==> config.mk <==
export PLATFORM = sky130hd
export DESIGN_NAME = fetch_unit
export DESIGN_NICKNAME = d
export VERILOG_FILES = /design/src/rtl/fetch_unit.sv
export SDC_FILE = /design/constraint.sdc
export NUM_CORES = 1
export LEC_CHECK = 0
export BUFFER_PORTS_ARGS = -buffer_cell sky130_fd_sc_hd__buf_2
export CORE_UTILIZATION = 52
export CTS_CLUSTER_SIZE = 24
export DETAILED_ROUTE_END_ITERATION = 8
export PLACE_DENSITY_LB_ADDON = 0.1
export SYNTH_ARGS = -nofsm -noshare
export SYNTH_HDL_FRONTEND = slang
export SYNTH_SLANG_ARGS = --single-unit
==> constraint.sdc <==
create_clock -name clk -period 5.3 [get_ports clk]
set_clock_uncertainty 0.1 [all_clocks]
set_input_delay 1.06 -clock clk [delete_from_list [all_inputs] [get_ports clk]]
set_output_delay 1.06 -clock clk [all_outputs]
set_load 0.005 [all_outputs]
==> src/rtl/fetch_unit.sv <==
// Instruction fetch stage: drives PC to instr_mem, decodes 1/2-byte length, loads the IF/ID register.
// Latency: an instruction at PC appears on ifid_* one edge later; one bubble after a branch redirect.
// Backpressure: stall holds PC and all of IF/ID; branch_taken overrides stall; HALT freezes fetch until a branch.
module fetch_unit #(
    parameter int          PC_W         = 8,
    parameter logic [3:0]  TWO_BYTE_MIN = 4'hC,
    parameter logic [7:0]  HALT_OP      = 8'hF0
) (
    input  logic            clk,
    input  logic            rst_n,
    output logic [PC_W-1:0] PC,
    input  logic [7:0]      instr,
    input  logic [7:0]      next_byte,
    input  logic            stall,
    input  logic            branch_taken,
    input  logic [PC_W-1:0] branch_target,
    output logic [7:0]      ifid_instr,
    output logic [7:0]      ifid_imm,
    output logic [PC_W-1:0] ifid_pc,
    output logic [PC_W-1:0] ifid_pc_next,
    output logic            ifid_valid,
    output logic            halted
);

    typedef enum logic [1:0] {
        ST_BOOT   = 2'd0,
        ST_RUN    = 2'd1,
        ST_HALTED = 2'd2
    } state_t;

    state_t          state_q, state_d;
    logic [PC_W-1:0] pc_q, pc_d;
    logic [7:0]      ifid_instr_q, ifid_instr_d;
    logic [7:0]      ifid_imm_q, ifid_imm_d;
    logic [PC_W-1:0] ifid_pc_q, ifid_pc_d;
    logic [PC_W-1:0] ifid_pc_next_q, ifid_pc_next_d;
    logic            ifid_valid_q, ifid_valid_d;
    logic            halted_q, halted_d;

    logic            two_byte;
    logic [PC_W-1:0] pc_seq;

    // Length decode on the byte currently presented by instr_mem; sum wraps at PC_W bits.
    always_comb begin
        two_byte = (instr[7:4] >= TWO_BYTE_MIN);
        pc_seq   = two_byte ? (pc_q + PC_W'(2)) : (pc_q + PC_W'(1));
    end

    // Next-state and next-output selection: BOOT vector load, then branch > stall > fetch.
    always_comb begin
        state_d        = state_q;
        pc_d           = pc_q;
        ifid_instr_d   = ifid_instr_q;
        ifid_imm_d     = ifid_imm_q;
        ifid_pc_d      = ifid_pc_q;
        ifid_pc_next_d = ifid_pc_next_q;
        ifid_valid_d   = ifid_valid_q;
        halted_d       = halted_q;

        unique case (state_q)
            ST_BOOT: begin
                // mem[0] holds the reset vector; stall and branch are meaningless before the first fetch.
                pc_d         = PC_W'(instr);
                ifid_valid_d = 1'b0;
                state_d      = ST_RUN;
            end

            ST_RUN: begin
                if (branch_taken) begin
                    // Redirect inserts one bubble; the stale IF/ID payload is left in place.
                    pc_d         = branch_target;
                    ifid_valid_d = 1'b0;
                end else if (!stall) begin
                    ifid_instr_d   = instr;
                    ifid_pc_d      = pc_q;
                    ifid_imm_d     = two_byte ? next_byte : 8'h00;
                    ifid_pc_next_d = pc_seq;
                    ifid_valid_d   = 1'b1;
                    if (instr == HALT_OP) begin
                        // HALT goes down the pipe like any instruction but fetch stops on it.
                        state_d  = ST_HALTED;
                        halted_d = 1'b1;
                    end else begin
                        pc_d = pc_seq;
                    end
                end
            end

            ST_HALTED: begin
                ifid_valid_d = 1'b0;
                if (branch_taken) begin
                    // A late branch or interrupt wakes fetch; first fetch happens next cycle.
                    pc_d     = branch_target;
                    halted_d = 1'b0;
                    state_d  = ST_RUN;
                end
            end

            default: begin
                state_d = ST_BOOT;
            end
        endcase
    end

    // State and output registers; reset re-enters BOOT so the vector is reloaded.
    always_ff @(posedge clk or negedge rst_n) begin
        if (!rst_n) begin
            state_q        <= ST_BOOT;
            pc_q           <= '0;
            ifid_instr_q   <= 8'h00;
            ifid_imm_q     <= 8'h00;
            ifid_pc_q      <= '0;
            ifid_pc_next_q <= '0;
            ifid_valid_q   <= 1'b0;
            halted_q       <= 1'b0;
        end else begin
            state_q        <= state_d;
            pc_q           <= pc_d;
            ifid_instr_q   <= ifid_instr_d;
            ifid_imm_q     <= ifid_imm_d;
            ifid_pc_q      <= ifid_pc_d;
            ifid_pc_next_q <= ifid_pc_next_d;
            ifid_valid_q   <= ifid_valid_d;
            halted_q       <= halted_d;
        end
    end

    assign PC           = pc_q;
    assign ifid_instr   = ifid_instr_q;
    assign ifid_imm     = ifid_imm_q;
    assign ifid_pc      = ifid_pc_q;
    assign ifid_pc_next = ifid_pc_next_q;
    assign ifid_valid   = ifid_valid_q;
    assign halted       = halted_q;

endmodule

# Yosys cells after proc, flatten, opt, wreduce, memory -nomap -nowiden
# Cells that the tools add are included.
# word_totals
inputBits,28
regBits,44
word_cells,52
output_inout_bits,42
# op_classes
n_lt_le_gt_ge,1
n_eq_ne,9
n_reduce_logical,10
n_bitwise,2
n_addsub,2
mux,20
# ops
operator,n
$mux 8,6
$pmux 8 s3,1
$add 8x1->8 const B,1
$add 8x2->8 const B,1
$eq 8x8->1 const B,1
$mux 2,4
$ne 2x2->1 const B,4
$reduce_and 4->1,2
$mux 1,6
$ne 3x3->1 const B,2
$pmux 2 s3,1
$reduce_and 5->1,1
$ge 4x4->1 const B,1
$pmux 1 s2,2
$reduce_bool 2->1,2
$reduce_and 3->1,1
$reduce_bool 3->1,1
$eq 2x1->1 const B,1
$eq 2x2->1 const B,1
$logic_not 2->1,1
$not 1->1,2
$reduce_and 2->1,1
$reduce_or 2->1,1

# Longest topological paths before layout
# logic_depth
ltp_word,6
mapped_depth,8
depth_no_buf,7

# Least setup slack after synthesis
# No wires, ideal clock.
# synth_path
kind,input-to-reg
start,input port instr[7]
end,"register pc_q[7], in the netlist PC[7]"
n_path_buf,0
cell_stages,5
setup_ns,0.095
setup_slack_ns,3.102
arrival_ns,2.002
required_ns,5.105
path_cell_list,and2_4 o21ai_2 or2_4 o311a_1 o32ai_2
# synth_via
elab_chain_len,6
elab_cells_between_ends,9
classes_between,order compare: 1; eq/ne: 2; mux: 5; reduce/logical: 1
# synth_lines
element,line_no,text
from (decl),12,"input logic [7:0] instr,"
$ge 4x4->1,45,two_byte = (instr[7:4] >= TWO_BYTE_MIN);
$mux 8,46,pc_seq = two_byte ? (pc_q + PC_W'(2)) : (pc_q + PC_W'(1));
$mux 8,79,if (instr == HALT_OP) begin
$mux 8,73,end else if (!stall) begin
$mux 8,69,if (branch_taken) begin
$pmux 8 s3,60,unique case (state_q)
to (signal assigned),118,pc_q <= pc_d;
to (decl),32,"logic [PC_W-1:0] pc_q, pc_d;"
# Several ways; a longest one is shown, not always the timed one. The select of a mux whose other input is x is not followed.
# A chain may end at the register's enable or synchronous reset.

# Worst setup path after layout
# Ends and elaborated chain as after synthesis.

==> run_results.csv <==
group,metric,value,unit
layout,drive_above_1_share,0.263,
pwr,power.total,0.00143,W
placement,io_buffers,69,
clocking,clk_latency,0.30,ns
synth,synthDistinctLibCells,39,
route,drt_iter0_drc,159,
clocking,clockBufferDepth,2,
layout,fillers,365,
clocking,postCtsSetupRepairBufs,0,
global_route,gr-total-overflow,0,
setup_path,critPathCaptureType,"register",
route,first_pass_iters,6,
layout,mostFrequentLayoutCells,"nand2_1, buf_2, dfrtp_1, o21ai_0",
placement,hpwl,3.69,mm
synth,synthArstFlopShare,1.00,
synth,syn_inst,255,
timing,min_period_over_period,0.426,
clocking,cts_buffers,5,
synth,syn_nets,289,
floorplanning,ios,70,
global_route,grt_max_degree,45,
clocking,post_cts_resized,0,
status,status,"completed",
synth,syn_area,2200,um^2
layout,instances_no_fill,369,
route,num_vias,1956,
setup_path,crit_arrival,2.36,ns
global_route,track_usage,0.252,
timing,fmax,443,MHz
layout,num-nets-final,352,
setup_path,cp_max_fo,13,
layout,multiInputGateArea,1020,um^2
clocking,hold_buffers,0,
synth,avgSynthCellArea,8.64,um^2
clocking,clk_pin_slew,0.08,ns
clocking,clockRootBuffer,"clkbuf_8",
setup_path,critPathRequiredTime,5.41,ns
floorplanning,start_util,0.547,
timing,slew_violations,0,
global_route,first_global_vias,1736,
clocking,cts_tree,"done",
timing,tns,0,ns
timing,slew_headroom,0.335,
clocking,cts.sinks,44,
synth,yosysWarnings,0,
route,vias_per_cell,5.30,
layout,layout_commonest_cell,"nand2_1",
timing,setup_viol,0,
setup_path,setup.worst_path.start_class,"primary input",
global_route,antenna_found_initial,0,
hold_path,hold_class,"reg -> reg",
flow_run,drv_cap,0,
pwr,peakVddDrop,0.000266,V
floorplanning,die_h,67.1,um
floorplanning,dieArea,4500,um^2
synth,synth_ff_type,"dfrtp_1",
floorplanning,rows,23,
placement,dp_cells,361,
route,wl_per_cell,14.0,um
floorplanning,core,4030,um^2
global_route,grt_pass1_wl,8.23,mm
timing,grt_setup_unrepaired,"false",
pwr,p_leak,1.40,nW
layout,seqCellArea,1100,um^2
setup_path,worstSetupPathType,"in -> reg",
layout,fin_area,2670,um^2
route,antenna_left,0,
synth,ys_seq_area_frac,0.500,
timing,hold_violations,0,
placement,post_dp_cell_area,2560,um^2
timing,tightest_slew,0.997,ns
clocking,h-tree-depth,2,
layout,n_antenna_cell,0,
route,drc,0,
timing,fin_hold_ws,0.365,ns
layout,layout-area-overhead-vs-synth,21.2,%
timing,fin_crit,2.26,ns
synth,synth_edf_count,0,
floorplanning,die_w,67.1,um
route,wl,5.16,mm
synth,ys_seq_elements,44,
pwr,power_density,538,nW/um^2
placement,place.gp.congestion,0.826,
==> kinds of logic after synthesis <==
group / share of synthesized area
XOR/XNOR: 0.0278
multiplexers: 0.00909
flip-flops: 0.500
buffers and inverters: 0.0358
adder cells (fa/ha/maj): 0.0341
AND/OR/NAND/NOR: 0.240
AO/OA/AOI/OAI: 0.153
==> flip-flops by register name, summed over array words and instances, names as in the netlist <==
signal and flops:
state_q 2, ifid_imm 8, ifid_pc_next 8, PC 8, ifid_instr 8, ifid_valid 1, halted 1, ifid_pc 8
==> layer usage <==
| metal | routed length (um) | track usage | vias up |
|---|---|---|---|
| met5 | 0 | 0 | - |
| met3 | 306 | 0.0599 | 9 |
| met1 | 2390 | 0.342 | 892 |
| li1 | - | - | 990 |
| met4 | 82 | 0.0878 | 0 |
| met2 | 2380 | 0.388 | 65 |
==> cells in the mapped netlist (4+ instances only) <==
master,n,area share
nor2_1,11,0.019
xnor2_1,5,0.020
a21oi_1,7,0.016
ha_1,6,0.034
inv_1,4,0.0068
o21ai_0,25,0.057
clkbuf_1,11,0.019
nand2_1,88,0.15
nand3_1,11,0.025
dfrtp_1,44,0.50
==> per-stage QoR <==
stage | setup slack [ns] | utilization
3_3_place_gp | 2.77 | 0.636
3_5_place_dp | 2.73 | 0.636
5_1_grt | 2.86 | 0.662
6_report | 3.04 | 0.662
2_1_floorplan | 3.10 | -
4_1_cts | 3.05 | 0.662
==> cell type report <==
type,count,share of cell area
Clock inverter,2,0.0131
Multi-Input combinational cell,192,0.383
Inverter,4,0.00563
Tap cell,50,0.0234
Clock buffer,6,0.0272
Sequential cell,44,0.413
Timing Repair Buffer,71,0.135
==> critical path: stages <==
cell and delay, ns:
buf_2 0.15, and2_4 0.25, o21ai_2 0.11, or2_4 0.28
o311a_1 0.30, o32ai_2 0.21
==> power by group <==
| part | internal (W) | switching (W) |
|---|---|---|
| Sequential | 0.000478 | 0.000122 |
| Clock | 0.000140 | 0.000112 |
| Combinational | 0.000265 | 0.000319 |
==> path summary, 6_finish.rpt <==
path,slack [ns],to,startpoint,depth (start not counted)
max,3.04,PC[7]$_DFFE_PN0P_,instr[7],6
min,0.36,ifid_imm[1]$_DFFE_PN0P_,ifid_imm[1]$_DFFE_PN0P_,2
max reg2reg,3.07,ifid_imm[0]$_DFFE_PN0P_,state_q[1]$_DFFE_PN0P_,7
min reg2reg,0.36,ifid_imm[1]$_DFFE_PN0P_,ifid_imm[1]$_DFFE_PN0P_,2
max in group asynchronous,3.66,ifid_instr[1]$_DFFE_PN0P_,rst_n,1
min in group asynchronous,0.83,ifid_pc_next[5]$_DFFE_PN0P_,rst_n,1
No activity file was read; power rests on OpenSTA's default activity.
